===== src/rtl/m_cache_ctrl.sv =====
// m_cache_ctrl: request sequencer for the 4-word write-noallocate data cache.
// Loads look up the cache one cycle after acceptance. Load misses fetch the
// whole line from memory and install it. Stores go through to memory and
// update the cache only when the cache itself reports a hit.
module m_cache_ctrl #(
  parameter int unsigned ADDR_WIDTH = 32,
  parameter int unsigned CNT_WIDTH  = 32
) (
  input  logic                  i_clk,
  input  logic                  i_rst,
  input  logic                  i_req,
  input  logic                  i_we,
  input  logic [ADDR_WIDTH-1:0] i_addr,
  input  logic [31:0]           i_wdata,
  output logic                  o_ready,
  output logic                  o_done,
  output logic [31:0]           o_rdata,
  output logic [ADDR_WIDTH-1:0] o_c_addr,
  output logic                  o_c_we,
  output logic [31:0]           o_c_wdata,
  input  logic [127:0]          i_c_rdata,
  input  logic                  i_c_rhit,
  output logic                  o_c_ie,
  output logic [ADDR_WIDTH-1:0] o_c_iaddr,
  output logic [127:0]          o_c_idata,
  output logic                  o_m_req,
  output logic                  o_m_we,
  output logic [ADDR_WIDTH-1:0] o_m_addr,
  output logic [31:0]           o_m_wdata,
  input  logic                  i_m_ack,
  input  logic [127:0]          i_m_rdata,
  output logic [CNT_WIDTH-1:0]  o_hits,
  output logic [CNT_WIDTH-1:0]  o_misses
);

  typedef enum logic [2:0] {
    IDLE    = 3'd0,
    LOOKUP  = 3'd1,
    FETCH   = 3'd2,
    INSTALL = 3'd3,
    WRITE   = 3'd4
  } state_t;

  state_t                  state_q, state_d;
  logic [ADDR_WIDTH-1:0]   addr_q, addr_d;
  logic                    we_q, we_d;
  logic [31:0]             wdata_q, wdata_d;
  logic [127:0]            line_q, line_d;
  logic [CNT_WIDTH-1:0]    hits_q, hits_d;
  logic [CNT_WIDTH-1:0]    misses_q, misses_d;

  logic [ADDR_WIDTH-1:0]   line_addr;
  logic                    accept;

  assign line_addr = {addr_q[ADDR_WIDTH-1:4], 4'b0000};
  assign accept    = (state_q == IDLE) && i_req && !i_rst;

  // State and request registers; async reset drops any in-flight request
  always_ff @(posedge i_clk or posedge i_rst) begin
    if (i_rst) begin
      state_q  <= IDLE;
      addr_q   <= '0;
      we_q     <= 1'b0;
      wdata_q  <= '0;
      line_q   <= '0;
      hits_q   <= '0;
      misses_q <= '0;
    end else begin
      state_q  <= state_d;
      addr_q   <= addr_d;
      we_q     <= we_d;
      wdata_q  <= wdata_d;
      line_q   <= line_d;
      hits_q   <= hits_d;
      misses_q <= misses_d;
    end
  end

  // Next-state, register updates and all port outputs
  always_comb begin
    state_d   = state_q;
    addr_d    = addr_q;
    we_d      = we_q;
    wdata_d   = wdata_q;
    line_d    = line_q;
    hits_d    = hits_q;
    misses_d  = misses_q;

    o_ready   = (state_q == IDLE);
    o_done    = 1'b0;
    o_rdata   = '0;
    o_c_addr  = addr_q;
    o_c_we    = 1'b0;
    o_c_wdata = wdata_q;
    o_c_ie    = 1'b0;
    o_c_iaddr = line_addr;
    o_c_idata = line_q;
    o_m_req   = 1'b0;
    o_m_we    = we_q;
    o_m_addr  = we_q ? addr_q : line_addr;
    o_m_wdata = wdata_q;

    unique case (state_q)
      IDLE: begin
        // Present the core address directly so the cache read starts now
        o_c_addr  = i_addr;
        o_c_wdata = i_wdata;
        if (accept) begin
          addr_d  = i_addr;
          we_d    = i_we;
          wdata_d = i_wdata;
          if (i_we) begin
            o_c_we  = 1'b1;
            state_d = WRITE;
          end else begin
            state_d = LOOKUP;
          end
        end
      end
      LOOKUP: begin
        if (i_c_rhit) begin
          o_done  = 1'b1;
          o_rdata = i_c_rdata[{addr_q[3:2], 5'b00000} +: 32];
          hits_d  = hits_q + CNT_WIDTH'(1);
          state_d = IDLE;
        end else begin
          misses_d = misses_q + CNT_WIDTH'(1);
          state_d  = FETCH;
        end
      end
      FETCH: begin
        o_m_req  = 1'b1;
        o_m_we   = 1'b0;
        o_m_addr = line_addr;
        if (i_m_ack) begin
          line_d  = i_m_rdata;
          state_d = INSTALL;
        end
      end
      INSTALL: begin
        o_c_ie  = 1'b1;
        o_done  = 1'b1;
        o_rdata = line_q[{addr_q[3:2], 5'b00000} +: 32];
        state_d = IDLE;
      end
      WRITE: begin
        o_m_req  = 1'b1;
        o_m_we   = 1'b1;
        o_m_addr = addr_q;
        if (i_m_ack) begin
          o_done  = 1'b1;
          state_d = IDLE;
        end
      end
      default: state_d = IDLE;
    endcase
  end

  assign o_hits   = hits_q;
  assign o_misses = misses_q;

endmodule


===== config.mk =====
export PLATFORM = sky130hd
export DESIGN_NAME = m_cache_ctrl
export DESIGN_NICKNAME = d
export VERILOG_FILES = /design/src/rtl/m_cache_ctrl.sv
export SDC_FILE = /design/constraint.sdc
export NUM_CORES = 1
export LEC_CHECK = 0
export CORE_AREA = 2 2 275 277
export CTS_BUF_LIST = sky130_fd_sc_hd__clkbuf_8
export DETAILED_ROUTE_END_ITERATION = 8
export DIE_AREA = 0 0 277 279
export HOLD_SLACK_MARGIN = 0.03
export MAX_ROUTING_LAYER = met4
export PLACE_DENSITY = 0.4
export SYNTH_ARGS = -nofsm -noshare
export SYNTH_HDL_FRONTEND = slang
export SYNTH_SLANG_ARGS = --single-unit

===== constraint.sdc =====
create_clock -name i_clk -period 13.35 [get_ports i_clk]
set_clock_uncertainty 0.1 [all_clocks]
set_input_delay 2.67 -clock i_clk [delete_from_list [all_inputs] [get_ports i_clk]]
set_output_delay 2.67 -clock i_clk [all_outputs]
set_load 0.01 [all_outputs]

Yosys cells after proc, flatten, opt, wreduce, memory -nomap -nowiden. Index checks and enable logic that the tools add are counted.

Add/sub/neg operators: 2. Bitwise gates (word level): 1. Reductions and logical operators: 10. Shift-type cells: 2. Eq/ne operators: 7. Muxes and demuxes: 21.

Operators with widths (count): $shiftx A128 B8 Y32 (2); $mux W32 (3); $add A32 B1 Y32 const B (2); $pmux W32 S2 (1); $mux W3 (4); $pmux W3 S4 (1); $pmux W4 S2 (1); $reduce_and A2 Y1 (4); $mux W1 (7); $eq A3 B2 Y1 const B (2); $mux W4 (1); $ne A2 B2 Y1 const B (2); $eq A3 B1 Y1 const B (1); $eq A3 B3 Y1 const B (1); $logic_not A3 Y1 (1); $pmux W1 S3 (1); $reduce_and A3 Y1 (1); $logic_and A1 B1 Y1 (2); $mux W2 (1); $ne A2 B1 Y1 const B (1); $pmux W1 S2 (1); $reduce_or A2 Y1 (1); $logic_not A1 Y1 (1); $not A1 Y1 (1).

Register bits: 260. Input port bits: 326.

Depth between registers and ports, before layout. Gate-level depths: netlist of the first run.

Word-level depth: 5. Mapped depth: 8. Mapped depth without buffers: 6.

Worst setup path before layout of the first run. Ideal clock, no wire load.

Kind: input to output. Start: input i_rst. End: output o_c_we. Slack: 0.913 ns. Required time: 10.580 ns. Buffers on the path: 2. Cell stages on the path: 5. Arrival: 9.667 ns. Cell sequence: inv_1 -> and3_1 -> clkbuf_1 -> clkbuf_1 -> and2_1.

Cells in the longest elaborated chain, start to end: 4.

RTL lines: from (decl) (RTL line 10) `input logic i_rst,`; $logic_not A1 Y1 (no source line); $logic_and A1 B1 Y1 (RTL line 56) `assign accept = (state_q == IDLE) && i_req && !i_rst;`; $mux W1 (RTL line 108) `if (accept) begin`; $mux W1 (RTL line 103) `unique case (state_q)`; to (decl) (RTL line 19) `output logic o_c_we,`.

Every way passes these cells.

Final worst setup path of the first run.
Start: input i_c_rhit. End: output o_rdata[15].

Cells in the longest elaborated chain, start to end: 2.

RTL lines: from (decl) (RTL line 22) `input logic i_c_rhit,`; $mux W32 (RTL line 121) `if (i_c_rhit) begin`; $pmux W32 S2 (RTL line 103); to (decl) (RTL line 17) `output logic [31:0] o_rdata,`.

Every way passes these cells.

==> metrics.md, run 1 <==
| Metric | Value |
|---|---|
| Final std cells w/o fill | roughly 2600 |
| Core area | ~74000 µm² |
| Crit path kind | input pin to output pin |
| Starting Density | around 18% |
| Highest clock rate | 129 MHz |
| Initial antenna violation count | 12 |
| Area leader, netlist | dfrtp_1 |
| Max VDD drop | 91.8 µV |
| Synth area leaders | dfrtp_1, mux2_2, mux4_2, buf_4, xnor2_1 |
| Fraction of layout instances using a drive strength above 1 | around a quarter |
| First-pass GRT wire length | between 90000 and 100000 µm |
| Number of global-route vias before repair | approximately 12000 |
| Via count | 10791 |
| Final worst-path cycle share | between 50 and 60% |
| RSZ-0062 raised after global routing | no |
| Leak | between 8 and 9 nW |
| Sw frac | between 30% and 40% |
| Fill cells | approximately 7600 |
| Number of flops mapped to enable cells by yosys | 0 |
| CTS buffer count | between 50 and 60 |
| FFs w/ async S/R, synth | 100% |
| Combinational power share | a little over half |
| Hold path depth | 1 |
| Clock power share | 17.5% |
| Slew Viols, Final | 0 |
| Multi-input gate area | roughly 6100 µm² |
| Most frequent cell after synthesis | dfrtp_1 |
| Power Dens Cells | 228 nW/µm² |
| Reg2reg start | state_q[1]$_DFFE_PP0P_ |
| Total Wirelength | approximately 65000 µm |
| CTS tree | yes |
| # DRC | 0 |
| Final Util | between 20% and 30% |
| DR WL/cell | between 20 and 25 µm |
| I/O pin cnt | ~720 |
| HPWL Detailed | between 50000 and 60000 µm |
| Path depth of the worst reg2reg path | 6 |
| Synth unique cells | 40 |
| Worst min path class | register to register |
| R2r setup slk | approximately 10 ns |
| Largest net degree at the start of global routing | 80 |
| Post-Place Setup Slack | between 5 and 6 ns |
| CTS max path bufs | 3 |
| Std cell rows | 100 |
| Dpl cells | about 2500 |
| Final setup fails | 0 |
| Total power | slightly above 5 mW |
| H-tree depth | 2 |
| # Max-Cap Violations | 0 |
| CTS root buf | clkbuf_8 |
| CP Max Fanout | 5 |
| Reg area | 6510 µm² |
| Drt pass-1 iters | 5 |
| Sequential fraction of the synthesis area | between 40 and 50% |
| Die W | 277 µm |
| Top FF cell, synth | dfrtp_1 |
| Setup crit start kind | input pin |
| Post-synthesis cell area | around 13000 µm² |
| Seq pwr share | between 20% and 30% |
| GRT Residual Overflow | 0 |
| Die Area | between 70000 and 80000 µm² |
| All-Layer GR Usage | roughly 17% |
| Hold Crit Start | o_hits[31]$_DFFE_PP0P_ |
| Gpl congestion | between 0.8 and 0.9 |
| Worst setup margin | ~5.6 ns |
| Die height | ~280 µm |
| Min cycle time layout | around 7.7 ns |
| Net Switching | 1.90 mW |
| CTS resizes | 0 |
| CTS Sinks | between 200 and 300 |
| Syn Inst Count | ~950 |
| Synth top cells by count | dfrtp_1, mux2_2, mux4_2 |
| Max-Slew Margin vs Limit | 29.9% |
| # nets final | between 1500 and 2000 |
| Postcts setup bufs | 0 |
| Post-Syn Area per Cell | 13.9 µm² |
| Via density per instance | a little over 4 |
| Area delta synth->final | 67.4% |
| Final hold violations | 0 |
| # hold bufs at CTS | 0 |
| Share of the synthesized area in the top cell type | 49.1% |
| Internal Power | between 3 and 4 mW |
| Reg2Reg Capture Point | addr_q[8]$_DFFE_PP0P_ |
| Worst path required time | 10.58 ns |
| Worst path arrival time | around 5.0 ns |
| Skew-Pair Late Insertion Delay | between 0.6 and 0.7 ns |
| Worst-path clk slew | roughly 0.050 ns |
| Slew @ Worst Pin | 1.05 ns |
| Crit. End Element | output pin |
| CP startpoint | i_c_rhit |
| Status | finished clean |
| Yosys reg bits | 260 |
| YS warnings | 0 |
| Drt initial violations | roughly 330 |
| Detail Route Antenna Nets | 0 |
| Setup TNS | 0 ns |
| Number of port buffers | slightly above 700 |
| Worst Hold Endpoint | o_hits[31]$_DFFE_PP0P_ |
final cells by class:
class	instances	share of cell area, %
clock inverter	31	0.993
inverter	7	0.152
timing repair buffer	723	32.5
multi-input combinational	570	27.4
sequential	260	29.4
tap	969	5.47
antenna	14	0.158
clock buffer	64	3.97
cell usage in the layout, fill, tap and decap left out, drive strengths merged, types with 11 or more instances in the layout:
cell	netlist	layout
and3	11	11
dfrtp	260	260
xor2	17	17
nand3	20	20
inv	7	32
a22o	28	28
mux4	64	64
clkbuf	44	64
buf	74	12
nand2	29	29
mux2	258	258
nand4	18	18
clkdlybuf4s50	0	711
nor2	26	26
xnor2	46	46
diode	0	14
per-layer routing:
metal	vias up	share of wire, %	routed length [µm]	GRT usage [%]
met4	0	2.3	1490	4.53
met5	-	0	0	-
li1	4802	-	-	-
met3	69	7.1	4630	5.20
met2	438	54	35500	30.9
met1	5482	36	23700	17.7
metrics by stage:
step	cell area, µm²	hold slack [ns]
global placement	21000	0.375
detailed placement	21000	0.371
global route	22200	0.399
finish	22200	0.371
floorplan	13300	0.391
CTS	22100	0.382
state kept, by name, summed over array words and instances, names as in the netlist:
signal,count
o_m_wdata,32
state_q,3
addr_q,32
o_misses,32
o_c_idata,128
o_hits,32
we_q,1
worst max-delay path: stages:
cell	delay, ns
clkdlybuf4s50_1	0.63
nor2b_1	0.47
a22oi_1	0.24
nor2_1	0.34
clkdlybuf4s50_1	0.61
how the worst max path moves through the flow:
stage                              to  cells after the start
final                     o_rdata[15]                      5
after global routing      o_rdata[15]                      5
after CTS                 o_rdata[25]                      5
after detailed placement  o_rdata[25]                      5
after global placement    o_rdata[25]                      5
after floorplan                o_c_we                      5
power by group through the flow:
stage | Clock (mW) | Combinational [mW] | Sequential [mW]
5_1_grt | 0.967 | 2.87 | 1.51
3_3_place_gp | 0 | 2.82 | 1.46
2_1_floorplan | 0 | 1.23 | 1.44
3_5_place_dp | 0 | 2.80 | 1.47
4_1_cts | 0.932 | 2.81 | 1.46
6_report | 0.886 | 2.72 | 1.45
cells by family after synthesis:
logic type / synth area share [%]
muxes: 32.9
DFF: 49.1
and+or+nand+nor: 5.84
buffers and inverters: 5.40
xor gates and xnor gates: 4.17
AOI/OAI and AO/OA: 2.35
adders and majority gates: 0.189
other: 0.0283
No activity file was read; power rests on OpenSTA's default activity.
==> run 2, diff against run 1 <==
--- a/config.mk
+++ b/config.mk
@@ -5,10 +5,10 @@
 export SDC_FILE = /design/constraint.sdc
 export NUM_CORES = 1
 export LEC_CHECK = 0
-export CORE_AREA = 2 2 275 277
+export CORE_AREA = 2 2 281 283
 export CTS_BUF_LIST = sky130_fd_sc_hd__clkbuf_8
 export DETAILED_ROUTE_END_ITERATION = 8
-export DIE_AREA = 0 0 277 279
+export DIE_AREA = 0 0 283 285
 export HOLD_SLACK_MARGIN = 0.03
 export MAX_ROUTING_LAYER = met4
 export PLACE_DENSITY = 0.4
==> constraint.sdc (replaced) <==
create_clock -name i_clk -period 6.6 [get_ports i_clk]
set_clock_uncertainty 0.1 [all_clocks]
set_input_delay 1.32 -clock i_clk [delete_from_list [all_inputs] [get_ports i_clk]]
set_output_delay 1.32 -clock i_clk [all_outputs]
set_load 0.01 [all_outputs]
==> run 2 against run 1 <==
Against the previous run: final cell count is 2.9% higher; core utilization is 1.4 points lower; via count is 0.37% lower; sequential cell count stayed put; critical path depth stayed put; first-iteration DRC count is 0.30% higher; sequential share of layout area is 0.060 points lower; total power is 100% higher; register-to-register slack worse by 6.4 ns; wire length is 1.8% lower; largest power group unchanged; highest routed layer unchanged.
==> metrics.md, run 2 (synthesized netlist as in run 1, its figures left out) <==
| Metric | Value |
|---|---|
| Final Util | 28.5% (-1.4 points) |
| # nets final | 1943 (-0.051%) |
| Total Wirelength | 64100 µm (-1.8%) |
| Via count | 10751 (-0.37%) |
| Final worst-path cycle share | between 70% and 80% |
| CTS Sinks | 260 (unchanged) |
| H-tree depth | 2 (unchanged) |
| Slew Viols, Final | 0 (unchanged) |
| Std cell rows | 103 (+3.0%) |
| Die height | 285 µm (+2.2%) |
| Hold_ws | 0.371 ns (+0.000639 ns) |
| Commonest cells after routing, fill and taps aside | clkdlybuf4s50_1, mux2_2, dfrtp_1, mux4_2, clkbuf_8 |
| Crit. End Element | output pin |
| Max VDD drop | 177 µV (+93%) |
| Critical Path Slowest Stage Cell | dfrtp_4 |
| # Max-Cap Violations | 0 (unchanged) |
| Core area | 78000 µm² (+5.3%) |
| Power Dens Cells | 454 nW/µm² (+99%) |
| Largest net degree at the start of global routing | 135 (+69%) |
| Drt pass-1 iters | 4 (-1) |
| Status | finished clean |
| Worst setup margin | 1.49 ns (-4.12 ns) |
| CP Max Fanout | 43 (+38) |
| First-pass GRT wire length | 90400 µm (-0.57%) |
| CTS tree | yes |
| Starting Density | 17.0% (-0.89 points) |
| I/O pin cnt | 716 (unchanged) |
| Initial antenna violation count | 9 (-3) |
| DR WL/cell | 23.6 µm (-4.6%) |
| Crit path buf inv count | 2 (unchanged) |
| Gpl congestion | 0.872 (+6.8%) |
| Max FFs per register | 128 (unchanged) |
| Highest clock rate | about 200 MHz |
| Worst path arrival time | 3.69 ns (-1.27 ns) |
| Drt initial violations | 334 (+0.30%) |
| Final hold violations | 0 (unchanged) |
| CTS max path bufs | 3 (unchanged) |
| Number of global-route vias before repair | 11645 (-0.63%) |
| CTS root buf | clkbuf_8 |
| Worst path top cell family by delay | flip-flops |
| HPWL Detailed | 50400 µm (-2.1%) |
| Final setup fails | 0 (unchanged) |
| CTS buffer count | 54 (unchanged) |
| Crit path kind | register to output pin |
| Leak | 8.62 nW (-0.32%) |
| # DRC | 0 (unchanged) |
| Slowest stage delay, CP | 1.01 ns (+0.38 ns) |
| Fraction of layout instances using a drive strength above 1 | 25.2% (-0.076 points) |
| Skew-Pair Late Insertion Delay | 0.63 ns (-0.02 ns) |
| Worst path required time | 5.18 ns (-5.40 ns) |
| Detail Route Antenna Nets | 0 (unchanged) |
| Min cycle time layout | 5.11 ns |
| All-Layer GR Usage | 16.0% (-0.96 points) |
| Postcts setup bufs | 0 (unchanged) |
| Max-Slew Margin vs Limit | 25.3% (-4.6 points) |
| Setup crit start kind | register |
| Post-Place Setup Slack | 1.50 ns (-4.05 ns) |
| # hold bufs at CTS | 0 (unchanged) |
| Worst min path class | register to register |
| Area delta synth->final | 67.7% |
| Slew @ Worst Pin | 1.12 ns (+0.0683 ns) |
| Die Area | 80700 µm² (+4.4%) |
| Die W | 283 µm (+2.2%) |
| Cell Chain, Critical Path | buf_12 -> mux4_2 -> a22oi_1 -> nor2_1 -> clkdlybuf4s50_1 |
| Number of port buffers | 711 (unchanged) |
| GRT Residual Overflow | 0 (unchanged) |
| RSZ-0062 raised after global routing | no |
| Via density per instance | 3.96 (-3.2%) |
| CTS resizes | 0 (unchanged) |
| Worst-path clk slew | 0.06 ns (about the same) |
| Most common cell after layout, fill and taps aside | clkdlybuf4s50_1 |
## run 2: cell types whose count changed in the layout (fill, tap and decap cells not counted), moves of 2 or more
cell / before / now
buf_4: 12 / 8
inv_1: 29 / 32
buf_12: 0 / 3
clkinvlp_4: 0 / 3
inv_6: 2 / 0
diode_2: 14 / 9
bufinv_16: 3 / 0
clkinv_2: 2 / 4
## run 2: through the flow
stage               setup TNS [ns]  total power [mW]  instances  instance area (µm²)
floorplan                    -2.49              5.41        955                13300
global placement                 0              8.63       2609                21200
detailed placement               0              8.61       2609                21200
CTS                              0              10.4       2706                22200
global route                     0              10.7       2713                22200
finish                           0              10.1       2715                22200
## run 2: path summary, 6_finish.rpt
kind	startpoint	to	slack [ns]	cells past startpoint
worst max-delay path	addr_q[2]$_DFFE_PP0P_	o_rdata[15]	1.49	5
worst min-delay path	o_misses[31]$_DFFE_PP0P_	o_misses[31]$_DFFE_PP0P_	0.37	1
worst max register to register	state_q[1]$_DFFE_PP0P_	o_m_wdata[1]$_DFFE_PP0P_	3.42	5
worst min register to register	o_misses[31]$_DFFE_PP0P_	o_misses[31]$_DFFE_PP0P_	0.37	1
max in group asynchronous	i_rst	o_c_idata[26]$_DFFE_PP0P_	3.52	4
min in group asynchronous	i_rst	o_c_idata[30]$_DFFE_PP0P_	0.93	2
## run 2: area by class of cell
cell class                 count  area, µm²
clock buffer                  64        881
fill                        8029      55800
timing repair buffer         722       7240
sequential                   260       6510
clock inverter                33        144
tap                         1050       1310
antenna                        9       22.5
inverter                       7       30.0
multi-input combinational    570       6070
## run 2: power breakdown
part           total (mW)  internal (mW)  switching (mW)  leakage (nW)
logic                5.46           3.17            2.29          4.81
registers            2.97           2.23           0.733          3.20
clock network        1.66          0.873           0.788         0.621
total                10.1           6.28            3.81          8.62
## run 2: layer usage
layer	routed length (µm)	GRT usage (%)
met5	0	-
met4	1760	4.36
met3	4490	4.65
met2	33200	28.0
met1	24700	17.6
==> run 3, diff against run 2 <==
==> constraint.sdc (replaced) <==
create_clock -name i_clk -period 4.2 [get_ports i_clk]
set_clock_uncertainty 0.1 [all_clocks]
set_input_delay 0.84 -clock i_clk [delete_from_list [all_inputs] [get_ports i_clk]]
set_output_delay 0.84 -clock i_clk [all_outputs]
set_load 0.01 [all_outputs]
==> run 3 against run 2 <==
Against the previous run: clock-buffer cell count up 10; register-to-register slack worse by 2.2 ns; final area grew 1.8%; global-route usage shrank 0.36 points; die area unchanged; critical path depth unchanged; non-clock buffer count rose by 12; sequential power up 54%; hold slack better by 0.0022 ns; first-iteration DRC count grew 1.2%; clock power grew 77%; critical endpoint is now o_rdata[18]; highest routed layer unchanged.
==> metrics.md, run 3 (synthesized netlist as in run 1, its figures left out) <==
| Metric | Value |
|---|---|
| Worst path arrival time | 2.97 ns (-0.72 ns) |
| Skew-Pair Late Insertion Delay | 0.64 ns (about the same) |
| # Max-Cap Violations | 0 (unchanged) |
| CP Max Fanout | 29 (-33%) |
| H-tree depth | 2 (unchanged) |
| Crit. End Element | output pin |
| Dpl cells | 2620 (+0.42%) |
| Gpl congestion | 0.907 (+4.0%) |
| CP endpoint | o_rdata[18] |
| Initial antenna violation count | 10 (+1) |
| Starting Density | 17.0% (unchanged) |
| First-pass GRT wire length | 88900 µm (-1.7%) |
| Max-Slew Margin vs Limit | 34.0% (+8.6 points) |
| Most common cell after layout, fill and taps aside | clkdlybuf4s50_1 |
| Drt initial violations | 338 (+1.2%) |
| Drt pass-1 iters | 4 (unchanged) |
| CTS max path bufs | 3 (unchanged) |
| I/O pin cnt | 716 (unchanged) |
| Slowest stage delay, CP | 0.67 ns (-0.34 ns) |
| CTS resizes | 0 (unchanged) |
| Detail Route Antenna Nets | 0 (unchanged) |
| Setup crit start kind | register |
| CTS root buf | clkbuf_8 |
| CP startpoint | state_q[0]$_DFFE_PP0P_ |
| Via density per instance | 3.96 (+0.13%) |
| R2r setup slk | 1.25 ns (-2.17 ns) |
| Crit path kind | register to output pin |
| # hold bufs at CTS | 0 (unchanged) |
| Setup TNS | 0 ns (unchanged) |
| Worst path required time | 3.26 ns (-1.92 ns) |
| Die height | 285 µm (unchanged) |
| CTS buffer count | 55 (+1.9%) |
| # nets final | 1956 (+0.67%) |
| Max VDD drop | 295 µV (+67%) |
| CTS Sinks | 260 (unchanged) |
| Cell Chain, Critical Path | nand2b_1 -> nor2_4 -> buf_4 -> a22o_1 -> clkdlybuf4s50_1 |
| Reg2reg start | state_q[0]$_DFFE_PP0P_ |
| Postcts setup bufs | 1 (+1) |
| Max FFs per register | 128 (unchanged) |
| RSZ-0062 raised after global routing | no |
| # DRC | 0 (unchanged) |
| GRT Residual Overflow | 0 (unchanged) |
| Power Dens Cells | 716 nW/µm² (+58%) |
| Final worst-path cycle share | approximately 93% |
| Min cycle time layout | a little under 4 ns |
| Largest net degree at the start of global routing | 141 (+4.4%) |
| Worst-path clk slew | 0.05 ns (about the same) |
| All-Layer GR Usage | 15.6% (-0.36 points) |
| Via count | 10828 (+0.72%) |
| Hold Crit Start | o_hits[31]$_DFFE_PP0P_ |
| Area delta synth->final | 70.8% |
| Reg2Reg Capture Point | o_m_wdata[26]$_DFFE_PP0P_ |
| Number of port buffers | 711 (unchanged) |
| Leak | 8.81 nW (+2.1%) |
| Final setup fails | 0 (unchanged) |
| Commonest cells after routing, fill and taps aside | clkdlybuf4s50_1, mux2_2, dfrtp_1, clkbuf_8, mux4_2 |
| Critical Path Slowest Stage Cell | dfrtp_1 |
| Slew Viols, Final | 0 (unchanged) |
| Slew @ Worst Pin | 0.990 ns (-0.130 ns) |
| Total Wirelength | 63200 µm (-1.4%) |
| Fraction of layout instances using a drive strength above 1 | 27.2% (+1.9 points) |
| Std cell rows | 103 (unchanged) |
| Die Area | 80700 µm² (unchanged) |
| Die W | 283 µm (unchanged) |
| HPWL Detailed | 49800 µm (-1.3%) |
| Core area | 78000 µm² (unchanged) |
| Final std cells w/o fill | 2731 (+0.59%) |
| CTS tree | yes |
| DR WL/cell | 23.1 µm (-2.0%) |
| Highest clock rate | approximately 260 MHz |
| Path depth of the worst reg2reg path | 5 (unchanged) |
| Worst min path class | register to register |
| Status | finished clean |
| Number of global-route vias before repair | 11735 (+0.77%) |
| Final hold violations | 0 (unchanged) |
## run 3: worst max-delay path: cells and delay by family (launching register included)
family                 cells  cell delay, ns
flip-flops                 1            0.67
AO/OA/AOI/OAI              1            0.24
buffers and inverters      2            0.95
AND/OR/NAND/NOR            2            0.44
## run 3: worst min path at each step
stage                                         to  slack (ns)  cells past startpoint
after floorplan            addr_q[0]$_DFFE_PP0P_        0.39                      1
after global placement    o_hits[31]$_DFFE_PP0P_        0.36                      1
after detailed placement  o_hits[31]$_DFFE_PP0P_        0.36                      1
after CTS                 o_hits[31]$_DFFE_PP0P_        0.37                      1
after global routing      o_hits[31]$_DFFE_PP0P_        0.39                      1
final                     o_hits[31]$_DFFE_PP0P_        0.37                      1
## run 3: final cells by class
| class | instances | area (µm²) |
|---|---|---|
| Multi-Input combinational cell | 570 | 6070 |
| Clock buffer | 74 | 1020 |
| Clock inverter | 26 | 178 |
| Timing Repair Buffer | 734 | 7470 |
| Antenna cell | 10 | 25.0 |
| Fill cell | 7993 | 55300 |
| Sequential cell | 260 | 6510 |
| Inverter | 7 | 30.0 |
| Tap cell | 1050 | 1310 |
## run 3: layer usage
layer | up-vias | global-route usage, % | routed length (µm)
met2 | 487 | 27.6 | 33100
li1 | 4838 | - | -
met4 | 0 | 3.44 | 1200
met5 | - | - | 0
met3 | 68 | 5.10 | 4900
met1 | 5435 | 17.0 | 24000
## run 3: power by group
part / total (mW) / internal, mW / leakage [nW] / switching, mW
clock network: 2.94 / 1.69 / 0.677 / 1.25
registers: 4.57 / 3.52 / 3.20 / 1.06
logic: 8.68 / 5.09 / 4.94 / 3.59
## run 3: per-stage QoR
stage / util [%] / area [µm²] / hold slack, ns / power (mW) / setup slack [ns]
2_1_floorplan: - / 13300 / 0.391 / 8.50 / -2.47
3_3_place_gp: 27.4 / 21400 / 0.364 / 13.5 / 0.524
3_5_place_dp: 27.4 / 21400 / 0.360 / 13.5 / 0.537
4_1_cts: 29.0 / 22600 / 0.372 / 16.6 / 0.0722
5_1_grt: 29.0 / 22600 / 0.395 / 17.1 / 0.0498
6_report: 29.0 / 22600 / 0.373 / 16.2 / 0.286
